==> src/rtl/multi_oneshot.sv <==
// multi_oneshot
//   Bank of CHANNELS independent one-shots with 9602-style trigger logic.
//   Each channel fires on a rising edge of trg = ~A_N | B. The pulse width is
//   taken from the channel's PERIOD slice on the firing cycle and counted in CLK
//   cycles. RETRIG_MASK selects retriggerable (1) or non-retriggerable (0)
//   behaviour per channel. CLR_N is a synchronous per-channel clear.
//
//   Optional feature macro: MULTI_ONESHOT_DONE_EN
//     When defined, a DONE output gives a one-cycle strobe after a pulse ends
//     by natural expiry. It does not strobe on clear, on a retrigger with
//     PERIOD=0, or at reset. When undefined, the DONE port and its logic are
//     absent.
//
// Ports
//   CLK     in   1               system clock, rising edge
//   RST_N   in   1               asynchronous active-low reset
//   A_N     in   CHANNELS        active-low trigger inputs
//   B       in   CHANNELS        active-high trigger inputs
//   CLR_N   in   CHANNELS        active-low synchronous clear per channel
//   PERIOD  in   CHANNELS*WIDTH  pulse width per channel, ch i = PERIOD[i*WIDTH +: WIDTH]
//   Q       out  CHANNELS        one-shot outputs, active high
//   Q_N     out  CHANNELS        complement of Q
//   DONE    out  CHANNELS        natural-expiry strobe (MULTI_ONESHOT_DONE_EN only)
module multi_oneshot #(
   parameter int                  CHANNELS    = 2,
   parameter int                  WIDTH       = 16,
   parameter logic [CHANNELS-1:0] RETRIG_MASK = {CHANNELS{1'b1}}
) (
   input  logic                      CLK,
   input  logic                      RST_N,
   input  logic [CHANNELS-1:0]       A_N,
   input  logic [CHANNELS-1:0]       B,
   input  logic [CHANNELS-1:0]       CLR_N,
   input  logic [CHANNELS*WIDTH-1:0] PERIOD,
   output logic [CHANNELS-1:0]       Q,
   output logic [CHANNELS-1:0]       Q_N
`ifdef MULTI_ONESHOT_DONE_EN
   ,
   output logic [CHANNELS-1:0]       DONE
`endif
);

   for (genvar i = 0; i < CHANNELS; i++) begin : g_ch
      logic [WIDTH-1:0] period_i;
      logic [WIDTH-1:0] cnt_p0;
      logic [WIDTH-1:0] cnt_nxt;
      logic             prev_trg_p0;
      logic             q_p0;
      logic             trg;
      logic             fire;

      assign period_i = PERIOD[i*WIDTH +: WIDTH];
      assign trg      = ~A_N[i] | B[i];
      // CLR_N gates firing, so a clear held across a trigger edge swallows it,
      // and prev_trg keeps tracking so CLR_N release is never seen as an edge.
      assign fire     = trg & ~prev_trg_p0 & CLR_N[i];

      always_comb begin
         cnt_nxt = cnt_p0;
         if (cnt_p0 == '0) begin
            // A zero PERIOD loads zero, i.e. no pulse.
            if (fire) cnt_nxt = period_i;
         end else if (!CLR_N[i]) begin
            cnt_nxt = '0;
         end else if (fire && RETRIG_MASK[i]) begin
            cnt_nxt = period_i;
         end else begin
            // Non-zero here, so the decrement cannot wrap.
            cnt_nxt = cnt_p0 - WIDTH'(1);
         end
      end

`ifdef MULTI_ONESHOT_DONE_EN
      logic done_p0;
      logic natural_end;

      // Only the plain decrement path from 1 counts as a natural expiry.
      assign natural_end = (cnt_p0 == WIDTH'(1)) & CLR_N[i] & ~(fire & RETRIG_MASK[i]);
`endif

      // Stage p0: channel state register
      always_ff @(posedge CLK or negedge RST_N) begin
         if (!RST_N) begin
            cnt_p0      <= '0;
            q_p0        <= 1'b0;
            // Preset high so a trigger already asserted at reset release does not fire.
            prev_trg_p0 <= 1'b1;
`ifdef MULTI_ONESHOT_DONE_EN
            done_p0     <= 1'b0;
`endif
         end else begin
            cnt_p0      <= cnt_nxt;
            q_p0        <= (cnt_nxt != '0);
            prev_trg_p0 <= trg;
`ifdef MULTI_ONESHOT_DONE_EN
            done_p0     <= natural_end;
`endif
         end
      end

      assign Q[i]   = q_p0;
      assign Q_N[i] = ~q_p0;
`ifdef MULTI_ONESHOT_DONE_EN
      assign DONE[i] = done_p0;
`endif
   end

endmodule
==> config.mk <==
export PLATFORM = sky130hd
export DESIGN_NAME = multi_oneshot
export DESIGN_NICKNAME = d
export VERILOG_FILES = /design/src/rtl/multi_oneshot.sv
export SDC_FILE = /design/constraint.sdc
export NUM_CORES = 1
export LEC_CHECK = 0
export BUFFER_PORTS_ARGS = -buffer_cell sky130_fd_sc_hd__buf_2
export CORE_MARGIN = 4
export CORE_UTILIZATION = 35
export CTS_BUF_LIST = sky130_fd_sc_hd__clkbuf_16
export CTS_CLUSTER_SIZE = 30
export DETAILED_ROUTE_END_ITERATION = 8
export PLACE_DENSITY = 0.65
export SYNTH_ARGS = -nofsm -noshare
export SYNTH_HDL_FRONTEND = slang
export SYNTH_SLANG_ARGS = --single-unit
==> constraint.sdc <==
create_clock -name CLK -period 6.53 [get_ports CLK]
set_input_delay 0.3265 -clock CLK [delete_from_list [all_inputs] [get_ports CLK]]
set_output_delay 0.3265 -clock CLK [all_outputs]
set_load 0.005 [all_outputs]
# Yosys cells after proc, flatten, opt, wreduce, memory -nomap -nowiden
# Index checks and enable logic that the tools add are counted.
[classes]
n_addsub = 2
mul = 0
n_div = 0
order_cmp = 0
n_eq_ne = 0
shifts = 0
mux = 8
bitwise = 12
n_reduce_logical = 4
[ops]
columns = ["operator", "n"]
rows = [
  ["16-bit 2-to-1 mux", 8],
  ["16-bit logical NOT", 2],
  ["16-bit nonzero test", 2],
  ["16-bit by 1-bit subtractor with 16-bit output, second input constant", 2],
  ["1-bit NOT", 6],
  ["1-bit bitwise AND", 4],
  ["1-bit bitwise OR", 2],
]
[totals]
regBits = 36
latchBits = 0
ram_bits = 0
mem_bits_ro = 0
in_bits = 40
elab_cells = 32
n_memories = 0

# Depth between registers and ports, before layout
# Gate-level depths: netlist of the first run.
[logic_depth]
word_depth = 8
mapped_depth = 10
depth_no_buf = 9

# Worst setup path after synthesis of the first run
# No wires, ideal clock.
[synth_timing]
path_kind = "flip-flop to flip-flop"
from = "register g_ch[0].cnt_p0[0]"
to = "register g_ch[0].q_p0"
setup_time_ps = 139
t_arrival_ps = 3106
setup_slack_ps = 3286
path_stages_with_launch = 10
n_path_buf = 0
synth_period_minus_slack_ps = 3244
path_cell_list = "dfrtp_1 > inv_1 > ha_1 > or3b_4 > or3_1 > a221oi_1 > o32ai_1 > or4_1 > or4b_1 > or4_1"
[synth_between]
elab_chain_cells = 5
word_cells_on_any_way = 7
cone_classes = "add/sub (1); mux (4); reduce/logical (2)"
[synth_lines]
columns = ["item", "line", "source"]
rows = [
  ["start: declaration", "45", "logic [WIDTH-1:0] cnt_p0;"],
  ["start signal: assignment", "92", "cnt_p0 <= cnt_nxt;"],
  ["16-bit by 1-bit subtractor with 16-bit output", "69", "cnt_nxt = cnt_p0 - WIDTH'(1);"],
  ["16-bit 2-to-1 mux", "65", "end else if (fire && RETRIG_MASK[i]) begin"],
  ["16-bit 2-to-1 mux", "63", "end else if (!CLR_N[i]) begin"],
  ["16-bit 2-to-1 mux *", "60", "if (cnt_p0 == '0) begin"],
  ["16-bit nonzero test *", "93", "q_p0 <= (cnt_nxt != '0);"],
  ["end signal: assignment", "93", ""],
  ["end: declaration", "48", "logic q_p0;"],
]
# Mark *: on every way between the ends. The rest lies on a longest branch, timed or not.

# Worst setup path after layout of the first run
[layout_timing]
from = "register g_ch[0].cnt_p0[0]"
to = "register g_ch[0].q_p0"
[layout_between]
elab_chain_cells = 5
word_cells_on_any_way = 7
cone_classes = "add/sub (1); mux (4); reduce/logical (2)"
[layout_lines]
columns = ["item", "line", "source"]
rows = [
  ["16-bit by 1-bit subtractor with 16-bit output", "69", ""],
  ["16-bit 2-to-1 mux", "65", ""],
  ["16-bit 2-to-1 mux", "63", ""],
  ["16-bit 2-to-1 mux *", "60", ""],
  ["net g_ch[0].cnt_nxt[0]", "46", "logic [WIDTH-1:0] cnt_nxt;"],
  ["16-bit nonzero test *", "93", ""],
]
# The timed path passes the listed nets; every way through them passes the cells marked *.

==> results of run 1 <==
## final cells by class
cell class	instances	area, µm²	area share (%)
inverter	16	60.1	2.19
clock buffer	5	125	4.57
sequential	36	903	33.0
multi-input combinational	204	1300	47.5
tap	77	96.3	3.52
timing repair buffer	43	215	7.86
clock inverter	3	38.8	1.42
## cell usage after synthesis, types with 8 or more instances
library cell and n:
a21oi_1 14, dfrtp_1 34, inv_1 16, nand2_1 13
nand3_1 8, nor2_1 24, nor3_1 15, o21ai_0 17
o22ai_1 8
## state kept, by name, summed over array words and instances (netlist names)
| register | count |
|---|---|
| g_ch.cnt_p0 | 32 |
| g_ch.q_p0 | 2 |
| g_ch.prev_trg_p0 | 2 |
## kinds of logic (layout without fill, tap and decap cells)
group                    after synthesis  count (layout)  synth area share, %
adder cells (fa/ha/maj)                4               4                 2.17
AO/OA/AOI/OAI                         75              75                 21.6
multiplexers                           1               1                0.434
flip-flops                            36              36                 39.1
AND/OR/NAND/NOR                      114             114                 28.3
XOR/XNOR                              10              10                 3.79
buffers and inverters                 25              67                 4.55
## routing by layer
layer / vias to the layer above / track usage, % / routed length [µm]
li1: 1093 / - / -
met1: 1046 / 21.9 / 2690
met2: 96 / 26.0 / 2860
met3: 10 / 2.95 / 493
met4: 0 / 6.09 / 113
met5: - / 0 / 0
## critical path: cells and delay by family (launching register included)
family / cells / cell delay (ps)
buffers and inverters: 1 / 120
adders and majority gates: 1 / 150
AOI/OAI and AO/OA: 2 / 360
DFF: 1 / 410
and+or+nand+nor: 5 / 2390
## worst paths after layout
check / from / to / slack (ps) / depth (start not counted)
setup / recovery: g_ch[0].cnt_p0[0]$_DFF_PN0_ / g_ch[0].q_p0$_DFF_PN0_ / 2970 / 9
hold / removal: RST_N / g_ch[0].cnt_p0[5]$_DFF_PN0_ / 150 / 1
setup reg to reg: g_ch[0].cnt_p0[0]$_DFF_PN0_ / g_ch[0].q_p0$_DFF_PN0_ / 2970 / 9
hold reg to reg: g_ch[0].cnt_p0[0]$_DFF_PN0_ / g_ch[0].cnt_p0[0]$_DFF_PN0_ / 590 / 1
max in group asynchronous: RST_N / g_ch[1].cnt_p0[13]$_DFF_PN0_ / 5860 / 1
min in group CLK: PERIOD[3] / g_ch[0].cnt_p0[3]$_DFF_PN0_ / 280 / 2
## power by group
group          switching (mW)  total, mW  leakage (nW)  internal, mW
registers               0.102      0.411         0.463         0.309
clock network          0.0948      0.273        0.0850         0.178
logic                   0.366      0.650         0.670         0.283
total                   0.563       1.33          1.22         0.771
==> results.toml, run 1 <==
[job]
cap_violations = 0

[clock_network]
cts.sinks = 36
cts-htree-levels = 2
post_cts_buffers = 0
cts_tree = "yes"
clk_pin_slew_ps = 60
cts_buffer_depth = 2
cts_buffers = 5
clk_latency_ps = 280
cts_resized = 0
cts-hold-fix-buffers = 0
clockRootBuffer = "clkbuf_16"

[yosys]
netlist_instances = 265
yosysTopAreaCell = "dfrtp_1"
async_flop_share_pct = 100
yosys_most_used_dff = "dfrtp_1"
synth_area_leaders = "dfrtp_1, nor2_1, o21ai_0"
synth_area_per_cell_um2 = 8.71
synth-edff-count = 0
synth_nets = 309
yosysUniqueCellTypes = 55
synth_area_um2 = 2310
yosys_warnings = 0
synth_top_cell_area_share_pct = 36.9
ys_seq_area_share_pct = 39.1
synth_seq_cells = 36

[sta]
rsz0062_at_grt = "false"
post-route-period-util_pct = 54.5
finalClockSkew_ps = 3.50
drv_slew = 0
fmax_ghz = 0.281
hold_violations = 0
timing.hold.ws_ps = 146
fin_setup_tns_ps = 0
max_slew_margin_pct = 44.4
tightest_slew_ps = 833
setup-violations-final = 0
fin_ws_ps = 2970
post-route-min-period_ps = 3560

[placement]
globalplace.congestion = 0.838
dpl_cell_area_um2 = 2570
numPortBuffers = 43
place_ws_ps = 3040
dp_hpwl_um = 4470
dp_cells = 376

[worst_setup_path]
start_kind = "flop"
crit_required_ps = 6690
crit_type = "flop to flop"
cp-end-kind = "flop"
cpMostUsedCell = "or4_1"
cp_max_fo = 10
cpPeakStageDelay_ps = 530
worstPathArrival_ps = 3710
path_cells = "inv_1 -> ha_1 -> nor4b_2 -> and4_1 -> o22ai_1 -> a31o_1 -> or4_1 -> or4b_1 -> or4_1"
crit_slowest_cell = "or4_1"

[finish]
final_common_cell = "buf_2"
antenna_cells = 0
fin_area_um2 = 2740
nNetsFinal = 350
syn_to_final_growth_pct = 18.6
mostFrequentLayoutCells = "buf_2, dfrtp_1, nor2_1"
final_util_pct = 42.9
nFillCells = 623
drive_gt1_share_pct = 20.8
fin_cells = 384

[floorplanning]
die_w_um = 89.2
start_util_pct = 36.1
num_rows = 29
ios = 44
core_area_um2 = 6390
die_area_um2 = 7960
fp.dieH_um = 89.2

[power_and_ir_drop]
totalPowerFinal_mw = 1.33
p_leak_nw = 1.22
p_per_area_nw_per_um2 = 487
ir_drop_mv = 0.202

[status]
status = "finished clean"

[routing]
wl_um = 6150
dr.pass1.iters = 4
route.antenna.remaining_nets = 0
viasPerCell = 5.85
vias = 2245
initialDrtViolationCount = 131
drcViolationCount = 0
wl_per_cell_um = 16.0

[global_route]
grt_pass1_wl_um = 10000
overflow = 0
grt_max_degree = 37
grt_pass1_vias = 2110
antenna_found_initial = 0
grtUsageTotal_pct = 16.2

[hold_path]
holdCritPathClass = "input port to async pin"
(Power assumes the default switching activity.)
==> run 2: changes to the inputs <==
==> constraint.sdc (replaced) <==
create_clock -name CLK -period 3.74 [get_ports CLK]
set_input_delay 0.187 -clock CLK [delete_from_list [all_inputs] [get_ports CLK]]
set_output_delay 0.187 -clock CLK [all_outputs]
set_load 0.005 [all_outputs]
==> results.toml, run 2 (synthesized netlist as in run 1, its figures left out) <==
[floorplanning]
ios = 44
die_area_um2 = 7960
die_w_um = 89.2
core_area_um2 = 6390
num_rows = 29
start_util_pct = 36.1
fp.dieH_um = 89.2

[hold_path]
holdCritPathClass = "input port to async pin"

[power_and_ir_drop]
ir_drop_mv = 0.321
p_leak_nw = 1.21
p_per_area_nw_per_um2 = 829
totalPowerFinal_mw = 2.26

[finish]
largest_register_ffs = 32
top_regs = "g_ch.cnt_p0 (32), g_ch.prev_trg_p0 (2), g_ch.q_p0 (2)"
final_util_pct = 42.7
nFillCells = 649
mostFrequentLayoutCells = "buf_2, dfrtp_1, nor2_1"
antenna_cells = 0
fin_cells = 386
final_common_cell = "buf_2"
drive_gt1_share_pct = 21.4
nNetsFinal = 352
largest-register = "g_ch.cnt_p0"
multiInputGateArea_um2 = 1300
seq_area_um2 = 903
syn_to_final_growth_pct = 18.2

[sta]
post-route-period-util_pct = 92.8
timing.hold.ws_ps = -7.89
rsz0062_at_grt = "false"
setup-violations-final = 0
tightest_slew_ps = 791
max_slew_margin_pct = 47.2
post-route-min-period_ps = 3470
fin_setup_tns_ps = 0
finalClockSkew_ps = 5.99
fin_ws_ps = 269
hold_violations = 7
drv_slew = 0
fmax_ghz = 0.288

[global_route]
grt_max_degree = 37
grtUsageTotal_pct = 15.9
overflow = 0
antenna_found_initial = 0
grt_pass1_vias = 2065
grt_pass1_wl_um = 9940

[clock_network]
cts.sinks = 36
post_cts_buffers = 0
clk_pin_slew_ps = 60
cts-hold-fix-buffers = 0
clk_latency_ps = 280
clockRootBuffer = "clkbuf_16"
cts_resized = 0
cts_buffer_depth = 2
cts_tree = "yes"
cts_buffers = 5
cts-htree-levels = 2

[placement]
dp_hpwl_um = 4580
dp_cells = 378
numPortBuffers = 43
place_ws_ps = 315
globalplace.congestion = 0.836

[job]
cap_violations = 0

[worst_setup_path]
worstPathArrival_ps = 3620
critPathLaunch = "g_ch[0].cnt_p0[0]$_DFF_PN0_"
crit_buf_inv = 1
cpPeakStageDelay_ps = 510
reg2reg_depth = 9
start_kind = "flop"
cp.depth = 9
crit_slowest_cell = "or4b_1"
path_cells = "inv_1 -> ha_1 -> or3b_4 -> or3_1 -> a221oi_1 -> o32ai_1 -> or4_1 -> or4b_1 -> or4_1"
crit_type = "flop to flop"
cp_top_family = "simple AND/OR/NAND/NOR gates"
r2r_start = "g_ch[0].cnt_p0[0]$_DFF_PN0_"
cp_max_fo = 5
cpMostUsedCell = "or4_1"
cp-end-kind = "flop"
crit_required_ps = 3890

[routing]
vias = 2246
initialDrtViolationCount = 112
drcViolationCount = 0
wl_per_cell_um = 15.9
dr.pass1.iters = 4
route.antenna.remaining_nets = 0
viasPerCell = 5.82
wl_um = 6120

[status]
violations = "negative hold slack"
status = "complete, but fails checks"
## run 2: cell types whose count changed in the layout (fill, tap and decap cells not counted), sizes merged
cell    previous run  this run
inv               17        16
clkinv             1         3
bufinv             1         0
buf               43        45
## run 2: final cells by class
class | instances | area share [%]
clock buffers | 5 | 4.59
multi-input cells | 204 | 47.6
flip-flops and latches | 36 | 33.1
inverters | 16 | 2.20
repair buffers | 45 | 8.44
clock inverters | 3 | 0.504
well taps | 77 | 3.53
## run 2: report_power, final
| part | leakage (nW) | internal [mW] | switching (mW) | total, mW |
|---|---|---|---|---|
| clock network | 0.0710 | 0.242 | 0.155 | 0.396 |
| registers | 0.463 | 0.540 | 0.177 | 0.717 |
| logic | 0.679 | 0.500 | 0.649 | 1.15 |
| total | 1.21 | 1.28 | 0.981 | 2.26 |
## run 2: worst paths after layout
| check | endpoint | slack, ps |
|---|---|---|
| min in group CLK | g_ch[0].cnt_p0[3]$_DFF_PN0_ | 160 |
| worst max register to register | g_ch[0].q_p0$_DFF_PN0_ | 270 |
| max in group asynchronous | g_ch[0].cnt_p0[14]$_DFF_PN0_ | 3240 |
| worst min register to register | g_ch[0].cnt_p0[0]$_DFF_PN0_ | 590 |
| worst min-delay path | g_ch[0].cnt_p0[5]$_DFF_PN0_ | -8 |
| worst max-delay path | g_ch[0].q_p0$_DFF_PN0_ | 270 |
## run 2: stage by stage
| stage | hold slack, ps | area [µm²] |
|---|---|---|
| after floorplan | -109 | 2310 |
| after global placement | 332 | 2590 |
| after detailed placement | 333 | 2590 |
| after CTS | 29.1 | 2730 |
| after global routing | 75.6 | 2730 |
| final | -7.89 | 2730 |
## run 2: layer usage
metal  routed length (µm)  share of wire (%)  vias up  global-route usage, %
met5                    0                  0        -                      0
met4                   42               0.69        0                   3.25
met3                  522                8.5        9                   4.06
met2                 2890                 47      103                   25.5
met1                 2670                 44     1038                   21.7
li1                     -                  -     1096                      -
==> run 3: changes to the inputs <==
--- a/config.mk
+++ b/config.mk
@@ -6,7 +6,8 @@
 export NUM_CORES = 1
 export LEC_CHECK = 0
 export BUFFER_PORTS_ARGS = -buffer_cell sky130_fd_sc_hd__buf_2
-export CORE_MARGIN = 4
+export CORE_ASPECT_RATIO = 0.75
+export CORE_MARGIN = 5
 export CORE_UTILIZATION = 35
 export CTS_BUF_LIST = sky130_fd_sc_hd__clkbuf_16
 export CTS_CLUSTER_SIZE = 30
==> results.toml, run 3 (synthesized netlist as in run 1, its figures left out) <==
[worst_setup_path]
cp-end-kind = "flop"
r2r_end = "g_ch[0].q_p0$_DFF_PN0_"
crit_type = "flop to flop"
critPathLaunch = "g_ch[0].cnt_p0[0]$_DFF_PN0_"
reg2reg_depth = 9
worstPathArrival_ps = 3630
cp-endpoint = "g_ch[0].q_p0$_DFF_PN0_"
cp_max_fo = 5
r2r_setup_slack_ps = 250
start_kind = "flop"
crit_slowest_cell = "or4b_1"
cpMostUsedCell = "or4_1"
cpPeakStageDelay_ps = 510
crit_required_ps = 3880
path_cells = "inv_1 -> ha_1 -> or3b_4 -> or3_1 -> a221oi_1 -> o32ai_1 -> or4_1 -> or4b_1 -> or4_1"
r2r_start = "g_ch[0].cnt_p0[0]$_DFF_PN0_"

[global_route]
grtUsageTotal_pct = 15.2
grt_max_degree = 37
grt-busiest-layer = "met2"
antenna_found_initial = 0
gr-usage-met1_pct = 22.1
grt_pass1_wl_um = 10500
met3_usage_pct = 2.81
met2_usage_pct = 23.3
grt_pass1_vias = 2168
overflow = 0

[sta]
hold_violations = 0
setup-violations-final = 0
post-route-min-period_ps = 3490
rsz0062_at_grt = "false"
max_slew_margin_pct = 45.3
post-route-period-util_pct = 93.2
timing.hold.ws_ps = 10.2
tightest_slew_ps = 820
drv_slew = 0
finalClockSkew_ps = 3.73
fmax_ghz = 0.287
fin_setup_tns_ps = 0

[routing]
wl_um = 6340
initialDrtViolationCount = 170
route.antenna.remaining_nets = 0
viasPerCell = 5.75
drcViolationCount = 0
vias = 2249
wl_per_cell_um = 16.2
dr.pass1.iters = 4

[status]
status = "finished clean"

[clock_network]
cts_tree = "yes"
cts_resized = 0
cts_buffer_depth = 2
cts_buffers = 5
clk_latency_ps = 270
cts.sinks = 36
cts-hold-fix-buffers = 0
post_cts_buffers = 0
clockRootBuffer = "clkbuf_16"
clk_pin_slew_ps = 60
cts-htree-levels = 2

[floorplanning]
die_w_um = 104
die_area_um2 = 8340
ios = 44
fp.dieH_um = 80.3
num_rows = 25
core_area_um2 = 6350
start_util_pct = 36.4

[power_and_ir_drop]
p_clk_share_pct = 19.7
p_seq_share_pct = 30.6
p_per_area_nw_per_um2 = 850
ir_drop_mv = 0.270
p_switching_mw = 0.994
totalPowerFinal_mw = 2.35
p_leak_nw = 1.23
internal-power_mw = 1.36
combPwrFrac_pct = 49.6
p_sw_share_pct = 42.3

[finish]
mostFrequentLayoutCells = "buf_2, dfrtp_1, nor2_1"
syn_to_final_growth_pct = 19.8
nNetsFinal = 353
final_common_cell = "buf_2"
largest_register_ffs = 32
largest-register = "g_ch.cnt_p0"
drive_gt1_share_pct = 21.3
antenna_cells = 0
top_regs = "g_ch.cnt_p0 (32), g_ch.prev_trg_p0 (2), g_ch.q_p0 (2)"

[placement]
dp_hpwl_um = 4910
globalplace.congestion = 0.948
numPortBuffers = 43

[job]
cap_violations = 0

[hold_path]
holdCritPathClass = "input port to async pin"
run 3: cell count changes in the layout (fill, tap and decap cells not counted):
cell / delta
buf_4: +1
bufinv_16: +1
clkinv_2: -2
clkinv_1: +1
run 3: metrics by stage:
step | cell area [µm²] | utilization, % | worst slack (ps) | instances
finish | 2770 | 43.5 | 255 | 391
floorplan | 2310 | - | 496 | 265
global route | 2770 | 43.5 | 71.4 | 391
detailed placement | 2600 | 41.0 | 290 | 383
global placement | 2600 | 41.0 | 361 | 383
CTS | 2770 | 43.5 | 274 | 391
run 3: layout make-up:
cell class	instances	area, µm²
clock buffer	5	125
clock inverter	3	37.5
fill	671	3580
inverter	16	60.1
multi-input combinational	204	1300
sequential	36	903
tap	81	101
timing repair buffer	46	238
run 3: per-layer routing:
layer	up-vias	wire, µm
met3	7	275
met4	0	51
met1	1084	3170
li1	1096	-
met2	62	2840
met5	-	0
run 3: worst min-delay path by stage:
stage / startpoint / end / depth (start not counted)
6_report: RST_N / g_ch[1].cnt_p0[0]$_DFF_PN0_ / 1
5_1_grt: RST_N / g_ch[1].cnt_p0[0]$_DFF_PN0_ / 1
4_1_cts: RST_N / g_ch[1].cnt_p0[15]$_DFF_PN0_ / 1
3_5_place_dp: RST_N / g_ch[1].cnt_p0[0]$_DFF_PN0_ / 1
3_3_place_gp: RST_N / g_ch[1].cnt_p0[13]$_DFF_PN0_ / 1
2_1_floorplan: RST_N / g_ch[0].cnt_p0[0]$_DFF_PN0_ / 0
run 3: worst max-delay path: cells and delay by family, from the launching register on:
family,cells,cell delay [ps]
buffers and inverters,1,110
AND/OR/NAND/NOR,5,2200
AO/OA/AOI/OAI,2,450
adder cells (fa/ha/maj),1,200
flip-flops,1,400
run 3: power by group through the flow:
stage          Combinational, mW  Clock (mW)  Sequential, mW
4_1_cts                     1.16       0.471           0.714
5_1_grt                     1.32       0.488           0.745
3_5_place_dp                1.15           0           0.719
3_3_place_gp                1.14           0           0.716
6_report                    1.17       0.464           0.719
2_1_floorplan              0.892           0           0.672
